**config.mk**
```make
export PLATFORM = sky130hd
export DESIGN_NAME = stream_video_sat_out
export DESIGN_NICKNAME = d
export VERILOG_FILES = /design/src/rtl/stream_video_sat_out.sv
export SDC_FILE = /design/constraint.sdc
export NUM_CORES = 1
export LEC_CHECK = 0
export CORE_UTILIZATION = 40
export DETAILED_ROUTE_END_ITERATION = 10
export PLACE_DENSITY = 0.67
export SLEW_MARGIN = 20
export SYNTH_ARGS = -nofsm -noshare
export SYNTH_HDL_FRONTEND = slang
export SYNTH_SLANG_ARGS = --single-unit
```
**constraint.sdc**
```tcl
create_clock -name clk -period 2.8 [get_ports clk]
set_clock_uncertainty 0.15 [all_clocks]
set_input_delay 0.56 -clock clk [delete_from_list [all_inputs] [get_ports clk]]
set_output_delay 0.56 -clock clk [all_outputs]
set_load 0.01 [all_outputs]
```
**src/rtl/stream_video_sat_out.sv**
```systemverilog
// Video output stage: rounds/shifts signed R/G/B sums, saturates to 8 bits and packs them
// into 24-bit AXI4-Stream video. SOF comes from internal counters; tlast is passed through.
module stream_video_sat_out #(
    parameter int SUM_WIDTH = 18,
    parameter int SHIFT     = 0,
    parameter int IMG_W     = 20,
    parameter int IMG_H     = 20
) (
    input  logic                   clk,
    input  logic                   reset,
    input  logic [3*SUM_WIDTH-1:0] s_axis_sum_tdata,
    input  logic                   s_axis_sum_tvalid,
    output logic                   s_axis_sum_tready,
    input  logic                   s_axis_sum_tlast,
    output logic [23:0]            m_axis_video_tdata,
    output logic                   m_axis_video_tvalid,
    input  logic                   m_axis_video_tready,
    output logic                   m_axis_video_tuser,
    output logic                   m_axis_video_tlast,
    output logic                   line_err
);

    localparam int VW = SUM_WIDTH + 1;
    localparam int CW = (IMG_W > 1) ? $clog2(IMG_W) : 1;
    localparam int LW = (IMG_H > 1) ? $clog2(IMG_H) : 1;
    // Half an LSB of the shifted result; collapses to 0 when SHIFT is 0.
    localparam logic signed [VW-1:0] RND  = VW'((1 << SHIFT) >> 1);
    localparam logic signed [VW-1:0] MAXV = VW'(255);

    logic          enable;
    logic          accept;
    logic          col_end;
    logic [CW-1:0] col_cnt;
    logic [LW-1:0] line_cnt;

    logic                 s1_valid;
    logic                 s1_user;
    logic                 s1_last;
    logic signed [VW-1:0] s1_r;
    logic signed [VW-1:0] s1_g;
    logic signed [VW-1:0] s1_b;

    function automatic logic signed [VW-1:0] round_shift(input logic [SUM_WIDTH-1:0] s);
        logic signed [VW-1:0] v;
        v = $signed({s[SUM_WIDTH-1], s});
        return (v + RND) >>> SHIFT;
    endfunction

    function automatic logic [7:0] sat8(input logic signed [VW-1:0] v);
        logic [7:0] r;
        if (v[VW-1])
            r = 8'h00;
        else if (v > MAXV)
            r = 8'hFF;
        else
            r = v[7:0];
        return r;
    endfunction

    // The whole pipeline stalls only while the output holds an unaccepted beat.
    assign enable            = !m_axis_video_tvalid || m_axis_video_tready;
    assign s_axis_sum_tready = enable && !reset;
    assign accept            = s_axis_sum_tvalid && s_axis_sum_tready;
    assign col_end           = (col_cnt == CW'(IMG_W - 1));

    always_ff @(posedge clk) begin
        if (reset) begin
            col_cnt  <= '0;
            line_cnt <= '0;
            line_err <= 1'b0;
        end else begin
            line_err <= accept && (s_axis_sum_tlast != col_end);
            if (accept) begin
                // A missing tlast at the last column still closes the line.
                if (s_axis_sum_tlast || col_end) begin
                    col_cnt  <= '0;
                    line_cnt <= (line_cnt == LW'(IMG_H - 1)) ? '0 : line_cnt + LW'(1);
                end else begin
                    col_cnt <= col_cnt + CW'(1);
                end
            end
        end
    end

    always_ff @(posedge clk) begin
        if (reset) begin
            s1_valid            <= 1'b0;
            s1_user             <= 1'b0;
            s1_last             <= 1'b0;
            s1_r                <= '0;
            s1_g                <= '0;
            s1_b                <= '0;
            m_axis_video_tvalid <= 1'b0;
            m_axis_video_tdata  <= '0;
            m_axis_video_tuser  <= 1'b0;
            m_axis_video_tlast  <= 1'b0;
        end else if (enable) begin
            s1_valid <= accept;
            s1_user  <= accept && (col_cnt == '0) && (line_cnt == '0);
            s1_last  <= accept && s_axis_sum_tlast;
            s1_r     <= round_shift(s_axis_sum_tdata[3*SUM_WIDTH-1:2*SUM_WIDTH]);
            s1_g     <= round_shift(s_axis_sum_tdata[2*SUM_WIDTH-1:SUM_WIDTH]);
            s1_b     <= round_shift(s_axis_sum_tdata[SUM_WIDTH-1:0]);

            m_axis_video_tvalid <= s1_valid;
            m_axis_video_tdata  <= {sat8(s1_r), sat8(s1_g), sat8(s1_b)};
            m_axis_video_tuser  <= s1_user;
            m_axis_video_tlast  <= s1_last;
        end
    end

endmodule

```
# == After elaboration in Yosys (flattened, before gate mapping) ==
# Cells that the tools add are included.
# totals
register_bits,95
inputBits,59
word_cells,42
output_inout_bits,29
# classes
eq_ne,3
n_addsub,2
muxes,8
reduce_logical,13
n_lt_le_gt_ge,3
# op_table
op,count
> comparator 18 x 9 -> 1 bit (second input constant),3
two-way mux 8 bit,6
adder 5 x 1 -> 5 bit (second input constant),2
equality test 5 bit (second input constant),2
zero test 5 bit,2
two-way mux 5 bit,2
logical AND 1 bit,6
zero test 1 bit,2
logical OR 1 bit,2
AND reduction 2 bit,1
!= test 1 bit,1

# == Longest topological paths before layout ==
# logic_depth
depth_word,6
mapped_depth,7
mapped_depth_nobuf,7

# == Least setup slack after synthesis ==
# No wires, ideal clock.
# synth_path
path_type,input to output
start,input port reset
end,output port s_axis_sum_tready
setup_slack_ns,0.838
t_required_ns,2.090
arrival_ns,1.252
stages,5
cell_sequence,buf_4 nand2b_1 buf_4 inv_2 buf_2
# synth_between
elab_chain_len,2
# synth_rtl
element,line,source
from (decl),10,"input logic reset,"
zero test 1 bit,62,assign s_axis_sum_tready = enable && !reset;
logical AND 1 bit,62,
to (decl),13,"output logic s_axis_sum_tready,"
# No other way between the ends.

# == Worst setup path in the final report ==
# layout_path
start,input port m_axis_video_tready
end,output port s_axis_sum_tready
# layout_between
elab_chain_len,2
# layout_rtl
element,line,source
from (decl),17,"input logic m_axis_video_tready,"
logical OR 1 bit,61,assign enable = !m_axis_video_tvalid || m_axis_video_tready;
logical AND 1 bit,62,
# No other way between the ends.

==> results.py <==
metrics = {
    "run_status": {
        "status": "finished clean",
    },
    "synthesis": {
        "synth_flop_cell": "dfxtp_1",
        "yosys_warnings": 0,
        "yosysTopAreaCell": "dfxtp_1",
        "synth_edf_count": 0,
        "netlist-cell-type-count": 36,
        "synth_top_cell_area_share_pct": 55.01,
        "yosysSeqAreaShare_pct": 55.01,
        "synth.avg_cell_area_um2": 10.54,
        "synthTopCellsByArea": "dfxtp_1 55%, a22o_1 14%, o31ai_1 5.4%",
        "synth_area_um2": 3457,
        "synth-seq-cells": 95,
        "synth_cells": 328,
        "ys_async_sr_fraction_pct": 0,
        "syn_nets": 392,
    },
    "cts": {
        "post-cts-setup-buffer-count": 0,
        "insertion_delay_ns": 0.35,
        "htree_levels": 3,
        "cts-hold-fix-buffers": 0,
        "clockBufferDepth": 2,
        "root_buffer": "clkbuf_8",
        "cts_made_buffers": 9,
        "ctsResizeCount": 0,
        "cts_tree": "built",
        "clock_sinks": 95,
        "cts.clk_slew.worst_paths_ns": 0.08,
    },
    "pwr": {
        "p_clk_share_pct": 34.8,
        "p_int_mw": 2.188,
        "p_comb_share_pct": 12.4,
        "p_per_area_nw_per_um2": 616.9,
        "switching_share_pct": 23.01,
        "power_switching_uw": 653.7,
        "p_leak_nw": 1.759,
        "vdd_drop_max_mv": 0.3725,
        "power_frac_seq_pct": 52.9,
    },
    "min_path": {
        "whs_path_depth": 2,
        "hp-start": "m_axis_video_tdata[5]",
        "hold_path_end": "m_axis_video_tdata[5]",
        "hold_class": "reg2reg",
    },
    "floorplan": {
        "core_um2": 8299,
        "initial_core_util_pct": 41.66,
        "ios": 88,
        "die_w_um": 94.97,
        "die_h_um": 94.97,
        "row_count": 33,
        "dieArea_um2": 9018,
    },
    "sta": {
        "finalSetupTns_ns": 0,
        "fmax_mhz": 376.7,
        "max_slew_margin_pct": 60.61,
        "finalHoldViolCount": 0,
        "rsz0062_at_grt": "no",
        "fin_ws_ns": 0.1453,
        "slew_viol_final": 0,
        "setup_viol": 0,
        "timing.final.crit_period_ns": 2.655,
        "period_share_pct": 94.81,
        "worstMarginPinSlew_ns": 0.5908,
    },
    "critical_path": {
        "crit_arrival_ns": 1.94,
        "rr_endpoint": "line_cnt[4]",
        "cpPeakStageDelay_ns": 0.52,
        "crit_chain": "clkdlybuf4s50_1, nand2b_4, nand2b_1, inv_2, clkdlybuf4s50_1",
        "path_delay_family": "buffers and inverters",
        "crit_path_start_kind": "primary input",
        "critPathKind": "in2out",
        "cp_slowest_cell": "clkdlybuf4s50_1",
        "r2r-start": "col_cnt[0]",
        "cp.required_ns": 2.09,
        "critPathCaptureType": "primary output",
        "path_max_fanout": 5,
        "cp.buffers_inverters": 3,
        "crit_top_cell": "clkdlybuf4s50_1",
        "rrSetupSlack_ns": 0.74,
        "rr_worst_depth": 7,
    },
    "place": {
        "place_congestion": 0.7756,
        "hpwl_um": 5141,
        "io_buffers": 87,
        "place_ws_ns": 0.1285,
    },
    "final_layout": {
        "layout_commonest_cell": "dfxtp_1",
        "fin_nets": 473,
        "area_growth_pct": 33.22,
        "mostFrequentLayoutCells": "95 x dfxtp_1, 87 x clkdlybuf4s50_1, 57 x a22o_1, 37 x nor2_1, 30 x nand2_1",
        "diodes": 0,
        "nFillCells": 764,
        "drive_above_1_share_pct": 7.005,
    },
    "routing": {
        "first_pass_iters": 4,
        "drc": 0,
        "via_per_inst": 5.187,
        "drtIter0Drc": 57,
        "vias": 2692,
        "ant_nets": 0,
        "routed_wl_um": 7514,
        "wl_per_cell_um": 14.48,
    },
    "flow_run": {
        "max-cap-violations": 0,
    },
    "grt": {
        "grt_pass1_vias": 2558,
        "track_usage_pct": 17.47,
        "grt_pass1_wl_um": 12160,
        "grt_max_degree": 57,
        "antenna_found_initial": 0,
        "overflow": 0,
    },
}
==> sequential cells by signal, indices dropped and copies added (netlist names) <==
name / flops
s1_b: 18
m_axis_video_tlast: 1
s1_user: 1
line_cnt: 5
m_axis_video_tvalid: 1
s1_g: 18
line_err: 1
s1_last: 1
m_axis_video_tuser: 1
s1_valid: 1
s1_r: 18
col_cnt: 5
m_axis_video_tdata: 24
==> tightest hold or removal path, stage by stage (launching register included) <==
cell,delay (ns)
dfxtp_1,0.32
nand2_1,0.05
o31ai_1,0.05
==> cell families after synthesis <==
logic type | Yosys count | synth area share [%]
adder cells (fa/ha/maj) | 5 | 1.810
XOR/XNOR | 4 | 1.013
AO/OA/AOI/OAI | 90 | 21.28
multiplexers | 4 | 1.158
flip-flops | 95 | 55.01
buffers and inverters | 30 | 4.777
AND/OR/NAND/NOR | 100 | 14.95
==> cells in the mapped netlist, types with 2 or more instances <==
cell	instances
dfxtp_1	95
a22o_1	57
nor2_1	37
nand2_1	30
o31ai_1	25
clkbuf_1	7
nand3_1	7
buf_2	6
inv_1	6
buf_6	5
ha_1	5
nor3_1	5
nor4_1	5
a21oi_1	4
mux2i_1	4
xnor2_1	4
buf_1	3
buf_4	2
nand2b_1	2
nor2b_1	2
nor4b_2	2
==> metal layers <==
metal	vias up	GRT usage [%]	routed length, um
li1	1347	-	-
met1	1260	22.95	3702
met2	74	27.22	3266
met3	11	5.717	431
met4	0	5.177	114
met5	-	0	0
==> through the flow <==
stage / utilization (%) / hold slack [ns] / std cells / instance area (um2) / total power [mW]
2_1_floorplan: - / 0.2758 / 328 / 3457 / 1.691
3_3_place_gp: 52.81 / 0.2858 / 503 / 4383 / 1.883
3_5_place_dp: 52.81 / 0.2945 / 503 / 4383 / 1.888
4_1_cts: 55.50 / 0.3109 / 519 / 4606 / 2.872
5_1_grt: 55.50 / 0.3306 / 519 / 4606 / 2.956
6_report: 55.50 / 0.3062 / 519 / 4606 / 2.841
==> worst max path at each step <==
| stage | start | endpoint | slack (ns) | cells after the start |
|---|---|---|---|---|
| after floorplan | reset | s_axis_sum_tready | 0.84 | 5 |
| after global placement | m_axis_video_tready | s_axis_sum_tready | 0.15 | 5 |
| after detailed placement | m_axis_video_tready | s_axis_sum_tready | 0.13 | 5 |
| after CTS | m_axis_video_tready | s_axis_sum_tready | 0.13 | 5 |
| after global routing | m_axis_video_tready | s_axis_sum_tready | 0.06 | 5 |
| final | m_axis_video_tready | s_axis_sum_tready | 0.15 | 5 |
==> power groups by stage <==
| stage | Clock (mW) | Sequential, mW | Combinational, mW |
|---|---|---|---|
| after detailed placement | 0 | 1.53 | 0.354 |
| after CTS | 1.01 | 1.50 | 0.356 |
| after floorplan | 0 | 1.53 | 0.157 |
| after global routing | 1.06 | 1.51 | 0.384 |
| final | 0.987 | 1.50 | 0.351 |
| after global placement | 0 | 1.53 | 0.351 |
==> cell type report <==
cell class              instances  area [um2]  share of cell area (%)
inverters                       7       26.28                  0.5705
clock inverters                 5       81.33                   1.766
clock buffers                  11       141.4                   3.070
well taps                     105       131.4                   2.852
multi-input cells             203        1395                   30.29
flip-flops and latches         95        1902                   41.29
repair buffers                 93       928.4                   20.16
No activity file was read; power rests on OpenSTA's default activity.
==> variant 1 (config.mk and constraints unchanged) <==
One comparison of `line_cnt` changes from == to >=.
--- a/src/rtl/stream_video_sat_out.sv
+++ b/src/rtl/stream_video_sat_out.sv
@@ -74,7 +74,7 @@
                 // A missing tlast at the last column still closes the line.
                 if (s_axis_sum_tlast || col_end) begin
                     col_cnt  <= '0;
-                    line_cnt <= (line_cnt == LW'(IMG_H - 1)) ? '0 : line_cnt + LW'(1);
+                    line_cnt <= (line_cnt >= LW'(IMG_H - 1)) ? '0 : line_cnt + LW'(1);
                 end else begin
                     col_cnt <= col_cnt + CW'(1);
                 end
Function: same outputs for any inputs over 10 cycles, from zero or initial values and one cycle with reset high; that may be too few to reach the edited logic, so the function may still have changed.
==> variant 1 against the unedited design <==
- setup slack better by 0.22 ns
- routed wire length is 14% higher
- synthesized area increased by 5.2%
- die area is 5.1% higher
- power up 3.3%
- critical path depth shrank 1
- final area up 4.6%
- sequential cell count stayed put
- critical endpoint unchanged
- largest cell class unchanged
- highest routed layer unchanged
==> variant 1: results (changes against the unedited design) <==
| Metric | Value |
|---|---|
| Met1 usage in global routing | 24.0% (+1.0 points) |
| Placed Instances | 507 (+0.80%) |
| Critical-path maximum fanout | 2 (-3) |
| Area fraction of the dominant cell type after synthesis | 52.3% (-2.7 points) |
| Portion of total power attributed to sequential cells | 51.8% (-1.1 points) |
| Wire length of the first global-routing pass | 14.4 mm (+18%) |
| Number of instances in the synthesized netlist | 337 (+2.7%) |
| Wire length per cell | 16.4 µm (+13%) |
| Metal1 wirelength | 4.02 mm (+8.5%) |
| Final weighted congestion of routability-driven global placement | 0.785 (+1.3%) |
| Global Route met2 Usage | 30.7% (+3.4 points) |
| Minimum hold slack | 0.322 ns (+0.0153 ns) |
| Static leakage | 0.00181 µW (+3.1%) |
| # fillers | 803 (+5.1%) |
| Endpoint with the worst hold slack | s1_valid$_SDFFE_PP0N_ |
| Status | complete, no violations |
| Met2 routed WL | 4.03 mm (+23%) |
| Iteration-0 DRC Markers | 98 (+72%) |
| Slack of the worst reg-to-reg path | 0.72 ns (-0.02 ns) |
| Detailed-routed wire length on met3 | 433 µm (+0.46%) |
| Placement-stage worst setup slack | 0.341 ns (+0.212 ns) |
| Met3 layer usage reported by global route | 5.76% (+0.039 points) |
| Overall power | 2940 µW (+3.3%) |
| Number of nets at the end of the flow | 474 (+0.21%) |
| Portion of the post-synthesis area used by sequential elements | 52.3% (-2.7 points) |
| Critical path's largest stage delay | 0.48 ns (-0.04 ns) |
[variant 1: cell count changes after synthesis, moves of 5 or more]
cell	unedited run	this run
nor2_1	37	7
o31ai_1	25	3
nor4_1	5	26
nand2_1	30	4
o211ai_1	0	5
nand3_1	7	29
nor3_1	5	0
a22o_1	57	80
clkbuf_1	7	19
nand4_1	0	5
[variant 1: kinds of logic after synthesis]
group / after synthesis / share of synthesized area, %
muxes: 3 / 0.826
AOI/OAI and AO/OA: 105 / 24.6
adders and majority gates: 5 / 1.72
DFF: 95 / 52.3
and+or+nand+nor: 90 / 16.0
buffers and inverters: 39 / 4.61
[variant 1: layout make-up]
type / count / area [µm²] / share of cell area, %
sequential: 95 / 1900 / 39.5
tap: 108 / 135 / 2.81
timing repair buffer: 93 / 941 / 19.5
clock buffer: 10 / 138 / 2.86
inverter: 8 / 30.0 / 0.624
multi-input combinational: 203 / 1580 / 32.8
clock inverter: 6 / 92.6 / 1.92
==> variant 2 (same settings) <==
Made on the original files. Change the parameter `SUM_WIDTH` from 18 to 14.
--- a/src/rtl/stream_video_sat_out.sv
+++ b/src/rtl/stream_video_sat_out.sv
@@ -1,7 +1,7 @@
 // Video output stage: rounds/shifts signed R/G/B sums, saturates to 8 bits and packs them
 // into 24-bit AXI4-Stream video. SOF comes from internal counters; tlast is passed through.
 module stream_video_sat_out #(
-    parameter int SUM_WIDTH = 18,
+    parameter int SUM_WIDTH = 14,
     parameter int SHIFT     = 0,
     parameter int IMG_W     = 20,
     parameter int IMG_H     = 20
Interface: changed (resized s_axis_sum_tdata); port bits go from 88 to 76. No check against the original RTL was run, so the function may have changed too.
==> variant 2 against the unedited design <==
- power is 12% lower
- combinational power down 6.6%
- routed wire length is 15% lower
- critical path depth shrank 1
- sequential cell count down 12
- critical endpoint unchanged
- setup slack better by 0.15 ns
- final area decreased by 13%
- largest cell class unchanged
- first-iteration DRC count up 18%
- synthesized cell count fell by 11%
- synthesized area decreased by 14%
==> variant 2: results (changes against the unedited design) <==
| Metric | Value |
|---|---|
| Combinational logic power | 328 µW (-6.6%) |
| Instance area at placement | 3820 µm² (-13%) |
| Number of distinct library cells after synthesis | 34 (-5.6%) |
| Endpoint with the worst hold slack | m_axis_video_tdata[3]$_SDFFE_PP0N_ |
| Most numerous cell types in the synthesized netlist | dfxtp_1, a22o_1, nor2_1 |
| Final Routed Wirelength | 6.35 mm (-15%) |
| Clock edge transition at the registers on the reported setup and hold paths | 0.08 ns (about the same) |
| Portion of the post-synthesis area used by sequential elements | 55.6% (+0.62 points) |
| Level count of the clock H-tree | 3 (unchanged) |
| Port buffer count | 75 (-14%) |
| Placed Instances | 455 (-9.5%) |
| Status | complete, no violations |
| Overall Global Routing Usage | 17.0% (-0.45 points) |
| Critical Path AT | 1.79 ns (-0.15 ns) |
| Number of instances in the synthesized netlist | 293 (-11%) |
| Top cells by area, synth | dfxtp_1, a22o_1, nor2_1 |
| Worst hold start | m_axis_video_tdata[3]$_SDFFE_PP0N_ |
| Global Route met2 Usage | 25.0% (-2.2 points) |
| Slack of the worst reg-to-reg path | 0.81 ns (+0.07 ns) |
| Met1 usage in global routing | 23.4% (+0.43 points) |
| Power attributed to the clock group | 853 µW (-14%) |
| Latest clock arrival within the worst-skew pair | about 0.34 ns |
| Placement-stage worst setup slack | 0.290 ns (+0.161 ns) |
| VDD IR max | 0.000319 V (-14%) |
| Syn Nets | 345 (-12%) |
| Cts bufs inserted | 9 (unchanged) |
| Estimated wirelength of the detail-placed design | 4.26 mm (-17%) |
| Met3 layer usage reported by global route | 5.22% (-0.49 points) |
| Final weighted congestion of routability-driven global placement | 0.734 (-5.4%) |
| Critical path's largest stage delay | 0.56 ns (+0.04 ns) |
| P per Cell Area | 619 nW/µm² (+0.29%) |
| Vias per cell | 4.87 (-6.1%) |
| Transition at the pin with the smallest max-transition slack | 0.488 ns (-0.103 ns) |
| Pin count of the biggest net entering global routing | 58 (+1.8%) |
| Internal Pwr Total | 1870 µW (-14%) |
| Wire length per cell | 13.5 µm (-6.9%) |
| Fraction of final layout cells sized beyond drive strength 1 | 7.80% (+0.79 points) |
| Wire length of the first global-routing pass | 10.2 mm (-17%) |
| Iteration-0 DRC Markers | 67 (+18%) |
| Minimum hold slack | 0.297 ns (-0.00953 ns) |
| Number of nets at the end of the flow | 419 (-11%) |
| Minimum clock period after layout | 2.50 ns (-0.153 ns) |
[variant 2: routing by layer]
metal	wire [µm]	part of all wire [%]
met2	2800	44
met3	392	6.2
met1	3110	49
met5	0	0
met4	52	0.82
[variant 2: kinds of logic (layout without fill, tap and decap cells)]
logic type | count (synthesis) | count (layout) | share of synthesized area [%]
AO/OA/AOI/OAI | 74 | 74 | 18.3
XOR/XNOR | 4 | 4 | 1.17
adder cells (fa/ha/maj) | 5 | 5 | 2.09
buffers and inverters | 23 | 102 | 3.90
flip-flops | 83 | 83 | 55.6
multiplexers | 6 | 6 | 2.01
AND/OR/NAND/NOR | 98 | 98 | 16.8
[variant 2: layout make-up]
| type | count | area [µm²] |
|---|---|---|
| Clock buffer | 9 | 124 |
| Clock inverter | 7 | 76.3 |
| Fill cell | 650 | 3230 |
| Inverter | 6 | 22.5 |
| Multi-Input combinational cell | 187 | 1210 |
| Sequential cell | 83 | 1660 |
| Tap cell | 99 | 124 |
| Timing Repair Buffer | 80 | 801 |
